$ cat src/rtl/game_pkg.sv
// Shared game-wide types and screen geometry for the banner sequencer.
package game_pkg;

  typedef enum logic [1:0] {
    IDLE      = 2'd0,
    SLIDE_IN  = 2'd1,
    HOLD      = 2'd2,
    SLIDE_OUT = 2'd3
  } state_t;

  localparam int SCREEN_W = 640;
  localparam int SCREEN_H = 480;

endpackage

$ cat src/rtl/banner_hold_timer.sv
// Frame counter for the banner HOLD phase; blink_on/expired describe the
// count the next tick will produce, so the FSM can act on that same tick.
module banner_hold_timer #(
  parameter int HOLD_FRAMES  = 120,
  parameter int BLINK_PERIOD = 16,
  parameter int CNT_W        = $clog2(HOLD_FRAMES) + 1
) (
  input  logic clk,
  input  logic rst,
  input  logic clear,
  input  logic tick,
  output logic blink_on,
  output logic expired
);

  localparam int PH_W = $clog2(BLINK_PERIOD);

  logic [CNT_W-1:0] hold_cnt;
  logic [CNT_W-1:0] cnt_nx;

  assign cnt_nx = hold_cnt + CNT_W'(1);

  always_ff @(posedge clk) begin
    if (rst || clear) hold_cnt <= '0;
    else if (tick)    hold_cnt <= cnt_nx;
  end

  // Power-of-two period: first half of each period is the top phase bit at 0.
  assign blink_on = ~cnt_nx[PH_W-1];
  assign expired  = (cnt_nx == CNT_W'(HOLD_FRAMES));

endmodule

$ cat src/rtl/ack_banner_seq.sv
// Acknowledgement banner sequencer: slide in, blink-hold, slide out.
// All motion is gated by frame_tick so the renderer never sees a mid-frame move.
module ack_banner_seq
  import game_pkg::*;
#(
  parameter int WIDTH        = 170,
  parameter int HOME_X       = (SCREEN_W - WIDTH) / 2,
  parameter int HOME_Y       = 100,
  parameter int OFF_X        = SCREEN_W,
  parameter int STEP         = 4,
  parameter int HOLD_FRAMES  = 120,
  parameter int BLINK_PERIOD = 16
) (
  input  logic       clk,
  input  logic       rst,
  input  logic       frame_tick,
  input  logic       start,
  input  logic       skip,
  output logic [9:0] posx,
  output logic [8:0] posy,
  output logic       isplay,
  output logic       busy,
  output logic       done
);

  localparam logic [10:0] HOME_X11 = 11'(HOME_X);
  localparam logic [10:0] OFF_X11  = 11'(OFF_X);
  localparam logic [10:0] STEP11   = 11'(STEP);
  localparam logic [9:0]  HOME_X10 = 10'(HOME_X);
  localparam logic [9:0]  OFF_X10  = 10'(OFF_X);
  localparam logic [9:0]  STEP10   = 10'(STEP);
  localparam logic [8:0]  HOME_Y9  = 9'(HOME_Y);

  state_t      state;
  logic        skip_pend;
  logic        blink_on;
  logic        expired;
  logic [10:0] px;
  logic [10:0] gap;
  logic [10:0] sum;
  logic        skip_now;

  // 11-bit arithmetic keeps posx+STEP from wrapping near OFF_X.
  assign px       = {1'b0, posx};
  assign gap      = px - HOME_X11;
  assign sum      = px + STEP11;
  assign skip_now = skip_pend | skip;

  banner_hold_timer #(
    .HOLD_FRAMES  (HOLD_FRAMES),
    .BLINK_PERIOD (BLINK_PERIOD)
  ) u_timer (
    .clk      (clk),
    .rst      (rst),
    .clear    (state != HOLD),
    .tick     (frame_tick && (state == HOLD)),
    .blink_on (blink_on),
    .expired  (expired)
  );

  always_ff @(posedge clk) begin
    if (rst) begin
      state     <= IDLE;
      posx      <= OFF_X10;
      posy      <= HOME_Y9;
      isplay    <= 1'b0;
      busy      <= 1'b0;
      done      <= 1'b0;
      skip_pend <= 1'b0;
    end else begin
      done <= 1'b0;
      posy <= HOME_Y9;
      case (state)
        IDLE: begin
          if (start) begin
            state     <= SLIDE_IN;
            posx      <= OFF_X10;
            isplay    <= 1'b1;
            busy      <= 1'b1;
            skip_pend <= 1'b0;
          end
        end
        SLIDE_IN: begin
          if (frame_tick) begin
            // A pending skip leaves from the current position without stepping.
            if (skip_now) begin
              state     <= SLIDE_OUT;
              skip_pend <= 1'b0;
            end else if (gap <= STEP11) begin
              posx  <= HOME_X10;
              state <= HOLD;
            end else begin
              posx <= posx - STEP10;
            end
          end else if (skip) begin
            skip_pend <= 1'b1;
          end
        end
        HOLD: begin
          if (frame_tick) begin
            if (expired || skip_now) begin
              state     <= SLIDE_OUT;
              isplay    <= 1'b1;
              skip_pend <= 1'b0;
            end else begin
              isplay <= blink_on;
            end
          end else if (skip) begin
            skip_pend <= 1'b1;
          end
        end
        SLIDE_OUT: begin
          if (frame_tick) begin
            if (sum >= OFF_X11) begin
              posx   <= OFF_X10;
              isplay <= 1'b0;
              busy   <= 1'b0;
              done   <= 1'b1;
              state  <= IDLE;
            end else begin
              posx <= posx + STEP10;
            end
          end
        end
        default: state <= IDLE;
      endcase
    end
  end

endmodule

$ cat config.mk
export PLATFORM = sky130hd
export DESIGN_NAME = ack_banner_seq
export DESIGN_NICKNAME = d
export VERILOG_FILES = /design/src/rtl/game_pkg.sv /design/src/rtl/banner_hold_timer.sv /design/src/rtl/ack_banner_seq.sv
export SDC_FILE = /design/constraint.sdc
export NUM_CORES = 1
export LEC_CHECK = 0
export BUFFER_PORTS_ARGS = -buffer_cell sky130_fd_sc_hd__buf_2
export CAP_MARGIN = 10
export CORE_ASPECT_RATIO = 1.25
export CORE_UTILIZATION = 59
export CTS_CLUSTER_DIAMETER = 30
export DETAILED_ROUTE_END_ITERATION = 16
export GPL_ROUTABILITY_DRIVEN = 0
export GPL_TIMING_DRIVEN = 1
export PLACE_DENSITY = 0.83
export SYNTH_ARGS = -nofsm -noshare
export SYNTH_HDL_FRONTEND = slang
export SYNTH_HIERARCHICAL = 1
export SYNTH_SLANG_ARGS = --single-unit
$ cat constraint.sdc
create_clock -name clk -period 5.1 [get_ports clk]
set_clock_uncertainty 0.05 [all_clocks]
set_input_delay 0.255 -clock clk [delete_from_list [all_inputs] [get_ports clk]]
set_output_delay 0.255 -clock clk [all_outputs]
set_load 0.01 [all_outputs]
Word-level counts from Yosys, hierarchy flattened
Index checks and enable logic that the tools add are counted.
{"block": "op_classes", "add_sub_neg": 5, "order_cmp": 2, "n_eq_ne": 15, "n_mux": 31, "n_bitwise": 4, "reduce_logical": 14}
{"cell": "$mux 10", "n": 6}
{"cell": "$pmux 10 s3", "n": 1}
{"cell": "$mux 2", "n": 8}
{"cell": "$ne 2x2->1 const B", "n": 7}
{"cell": "$mux 1", "n": 12}
{"cell": "$add 10x3->11 const B", "n": 1}
{"cell": "$ge 11x10->1 const B", "n": 1}
{"cell": "$le 11x3->1 const B", "n": 1}
{"cell": "$sub 10x8->11 const B", "n": 1}
{"cell": "$add 10x3->10 const B", "n": 1}
{"cell": "$reduce_and 5->1", "n": 2}
{"cell": "$sub 10x3->10 const B", "n": 1}
{"cell": "$reduce_bool 3->1", "n": 3}
{"cell": "$add 8x1->8 const B", "n": 1}
{"cell": "$eq 8x7->1 const B", "n": 1}
{"cell": "$pmux 2 s4", "n": 1}
{"cell": "$reduce_and 4->1", "n": 2}
{"cell": "$reduce_and 7->1", "n": 1}
{"cell": "$ne 3x3->1 const B", "n": 2}
{"cell": "$pmux 1 s3", "n": 2}
{"cell": "$eq 2x2->1 const B", "n": 2}
{"cell": "$ne 3x2->1 const B", "n": 1}
{"cell": "$not 1->1", "n": 3}
{"cell": "$reduce_or 3->1", "n": 1}
{"cell": "8 further kinds", "n": 9}
{"block": "totals", "regBits": 24, "inputBits": 5, "out_inout_bits": 22, "wordCells": 78}

Longest topological paths before layout
{"block": "logic_depth", "ltp_word": 6, "depth_mapped": 9}

Cells and area by module
Netlist, hierarchy kept.
{"module": "ack_banner_seq", "n_inst": 1, "cells_per_inst": 202, "area_each_um2": 1561.5}
{"module": "banner_hold_timer", "n_inst": 1, "cells_per_inst": 46, "area_each_um2": 409.1}

Worst setup path after synthesis
No wires, ideal clock.
{"block": "synth_path", "path_kind": "reg-to-reg", "startpoint": "register posx[2]", "endpoint": "register state[0]", "setup_ns": 0.072, "arrival_time_ns": 2.146, "t_required_ns": 4.978, "setup_slack_ns": 2.833, "stages_incl_launch_ff": 9, "path_cell_list": "dfxtp_1 -> inv_1 -> ha_1 -> a211oi_1 -> xnor2_1 -> o2bb2ai_1 -> nand4_4 -> a211oi_2 -> mux2i_1"}
{"block": "synth_via", "elab_chain_len": 4, "word_cells_on_any_way": 7, "cone_classes": "2 x add/sub; 2 x order compare; 2 x eq/ne; 1 x reduce/logical"}
{"element": "from (decl)", "line": "ack_banner_seq.sv:19", "source": "output logic [9:0] posx,"}
{"element": "from (signal assigned)", "line": "ack_banner_seq.sv:93", "source": "posx <= posx - STEP10;"}
{"element": "from (signal assigned)", "line": "ack_banner_seq.sv:121", "source": "posx <= posx + STEP10;"}
{"element": "$sub 10x8->11 or $add 10x3->11 (tied branches)", "line": "ack_banner_seq.sv:45, ack_banner_seq.sv:46"}
{"element": "$le 11x3->1 or $ge 11x10->1 (tied branches)", "line": "ack_banner_seq.sv:89, ack_banner_seq.sv:114"}
{"element": "$ne 3x3->1 (no line) or $ne 2x2->1 (tied branches)"}
{"element": "$reduce_and 7->1 (no line) (*)"}
{"element": "to (signal assigned)", "line": "ack_banner_seq.sv:87", "source": "state <= SLIDE_OUT;"}
{"element": "to (signal assigned)", "line": "ack_banner_seq.sv:91", "source": "state <= HOLD;"}
{"element": "to (signal assigned)", "line": "ack_banner_seq.sv:102", "source": "state <= SLIDE_OUT;"}
{"element": "to (decl)", "line": "ack_banner_seq.sv:34", "source": "state_t state;"}
Every way passes the cells marked *; elsewhere a longest branch is shown, timed or not.
A chain may end at the register's enable or synchronous reset.

Final worst setup path
{"block": "layout_path", "startpoint": "register state[0]", "endpoint": "register posx[7]"}
{"block": "layout_via", "elab_chain_len": 3, "word_cells_on_any_way": 10, "cone_classes": "6 x eq/ne; 1 x mux; 3 x reduce/logical"}
{"element": "from (signal assigned)", "line": "ack_banner_seq.sv:63", "source": "state <= IDLE;"}
{"element": "from (signal assigned)", "line": "ack_banner_seq.sv:76", "source": "state <= SLIDE_IN;"}
{"element": "from (signal assigned)", "line": "ack_banner_seq.sv:87"}
{"element": "$eq 2x1->1, or another cell as far along", "line": "ack_banner_seq.sv:73", "source": "case (state)"}
{"element": "$ne 2x2->1 (no line) or $reduce_bool 3->1 (tied branches)"}
{"element": "$reduce_and 5->1 (no line)"}
Parallel ways exist; a longest one is shown, timed or not.

==> flow_summary_export.csv <==
group,metric,value,unit
power,total_power,0.0007824,W
setup_path,cp_common_cell,"nor3_1",
placement,place_ws,2.499,ns
floorplanning,start_util,61.69,%
floorplanning,die_width,53.69,um
grt,grt_busiest_layer,"met2",
route,remaining_drc_errors,0,
clock_network,cts_tree,"done",
floorplanning,num_rows,23,
synth,post_synth_fa_ha_maj_area_fraction,7.619,%
timing,setup_tns,0,ns
clock_network,cts_hold_buf,0,
synth,synth_edf_count,0,
timing,rsz0062_at_grt,"false",
floorplanning,dieArea,3577,um^2
grt,grt.total_usage,24.49,%
setup_path,critical-path-max-stage-delay,0.56,ns
route,routed_wl,4149,um
setup_path,cp-start-kind,"flop",
finish,antennaDiodeCount,0,
grt,grt_pass1_wl,6651,um
hold_path,min_path_cells,3,
route,final_antenna_net_count,0,
timing,hold_viol_final,0,
timing,setup_ws,2.397,ns
grt,met2_usage,39.04,%
finish,drive_gt1_share,14.00,%
floorplanning,die_h,66.62,um
clock_network,cts.sinks,23,
placement,place_area,1962,um^2
synth,syn_inst,248,
power,leakage,0.7549,nW
grt,grt_util_met3,2.740,%
synth,seq_area_frac_synth,23.37,%
timing,post-route-period-util,52.99,%
grt,grt_antenna_before_repair,0,
route,first_pass_iters,4,
synth,synth_compound_area_share,23.11,%
setup_path,path_cells,"ha_1 -> nor3b_2 -> o221ai_1 -> nor3_1 -> o21ai_1 -> nor3_1 -> a211oi_1",
synth,synth_area,1971,um^2
clock_network,cts_buffers,3,
clock_network,cts-resized-gates,0,
synth,synth_top_family_by_area,"simple AND/OR/NAND/NOR gates",
setup_path,crit_arrival,2.81,ns
setup_path,slowest_stage,"ha_1",
floorplanning,pin_count,27,
synth,synthSimpleGateAreaFrac,27.37,%
floorplanning,core_area,3194,um^2
synth,yosysTopAreaCell,"dfxtp_1",
run_status,status,"finished clean",
timing,slew_viol_final,0,
hold_path,hp-class,"primary input to flop",
placement,dp_hpwl,3019,um
timing,max_freq,370.0,MHz
finish,final_area,2008,um^2
route,vias,1758,
synth,ys_seq_elements,23,
power,ir_drop,280.8,uV
synth,synth_flop_cell,"dfxtp_1",
synth,async_reset_ff_share,0,%
finish,area_growth,1.905,%
clock_network,insertion_delay,0.27,ns
timing,worst_pin_slew,0.8172,ns
synth,avgSynthCellArea,7.946,um^2
synth,synthXorXnorAreaFrac,5.778,%
grt,grt_max_degree,21,
placement,port_buffers,17,
clock_network,clk_transition_reported_paths,0.09,ns
synth,yosys-top-cells-count,"dfxtp_1, nand2_1, nor2_1, a21oi_1, buf_4",
grt,met1_usage,33.56,%
route,wl_per_cell,14.46,um
timing,period_needed,2.703,ns
synth,yosysWarnings,6,
synth,synth_top_area_share,23.37,%
setup_path,cp.required,5.21,ns
timing,finalSetupViolations,0,
grt,gr-total-overflow,0,
route,viasPerCell,6.125,
power,power_density,389.6,nW/um^2
setup_path,path_max_fanout,15,
synth,synth_mux_area_share,2.032,%
clock_network,cts-root-buf,"clkbuf_8",
synth,synth.area.top_cells,"dfxtp_1, ha_1, buf_4",
clock_network,htreeDepth,1,
route,first_iter_violations,95,
setup_path,cp-end-kind,"flop",
setup_path,worstRegToRegCells,7,
clock_network,postCtsSetupRepairBufs,0,
timing,timing.slew.headroom,44.11,%
grt,grt_pass1_vias,1479,
synth,synthDistinctLibCells,64,
synth,yosysMostFrequentCell,"dfxtp_1",
finish,nNetsFinal,268,
job,drv_cap,0,
clock_network,cts_buffer_depth,2,
setup_path,crit_type,"flop to flop",
## kinds of logic (layout without fill, tap and decap cells)
| logic type | after synthesis | in the layout |
|---|---|---|
| AND/OR/NAND/NOR | 94 | 94 |
| AO/OA/AOI/OAI | 64 | 64 |
| other | 2 | 9 |
| adder cells (fa/ha/maj) | 12 | 12 |
| multiplexers | 4 | 4 |
| buffers and inverters | 36 | 31 |
| XOR/XNOR | 13 | 13 |
| flip-flops | 23 | 23 |
## worst max-delay path: cells and delay by family (launching register included)
family | cells | cell delay (ns)
DFF | 1 | 0.47
and+or+nand+nor | 3 | 0.86
AOI/OAI and AO/OA | 3 | 0.65
adders and majority gates | 1 | 0.56
## cells in the final DEF, fill, tap and decap left out, drive strengths merged, types with 5 or more instances in the layout
cell and n:
dfxtp 23, a31oi 5, conb 9, nand4 9, o21ai 11, nand3 7, nand2b 9, xor2 7
ha 12, buf 17, nor3 12, nor2 18, inv 10, nand2 18, xnor2 6, a21oi 13
## worst paths after layout
kind | from | to | slack [ns]
max | state[0] | posx[7] | 2.40
min | skip | skip_pend | 0.28
max reg2reg | state[0] | posx[7] | 2.40
min reg2reg | busy | busy | 0.43
## registers in the layout, indices dropped and copies added (netlist names)
| name | cells |
|---|---|
| u_timer/hold_cnt | 8 |
| skip_pend | 1 |
| done | 1 |
| isplay | 1 |
| busy | 1 |
| state | 2 |
| posx | 9 |
## area by class of cell
type | count | area, um^2
Multi-Input combinational cell | 196 | 1333
Fill cell | 309 | 1186
Sequential cell | 23 | 460.4
Timing Repair Buffer | 17 | 85.08
Tap cell | 37 | 46.29
Clock buffer | 3 | 41.29
Inverter | 10 | 37.54
Clock inverter | 1 | 5.005
## through the flow
stage | hold WS (ns) | utilization, % | cells
6_report | 0.2804 | 62.87 | 287
4_1_cts | 0.2845 | 62.87 | 287
3_3_place_gp | 0.4015 | 61.42 | 283
3_5_place_dp | 0.4116 | 61.42 | 283
2_1_floorplan | 0.4049 | - | 255
5_1_grt | 0.2855 | 62.87 | 287
## power by group
part	switching (W)	total [W]	internal, W	leakage (nW)
clock	0.0000606	0.000115	0.0000546	0.0255
combinational	0.000240	0.000402	0.000162	0.542
sequential	0.0000566	0.000266	0.000209	0.187
total	0.000357	0.000782	0.000425	0.755
## routing by layer
metal | routed length, um | share of wire, % | up-vias
li1 | - | - | 884
met1 | 1868 | 45 | 810
met2 | 2031 | 49 | 56
met3 | 168 | 4.0 | 8
met4 | 80 | 1.9 | 0
met5 | 0 | 0 | -
Note: power is estimated with default switching activity, not from simulation.
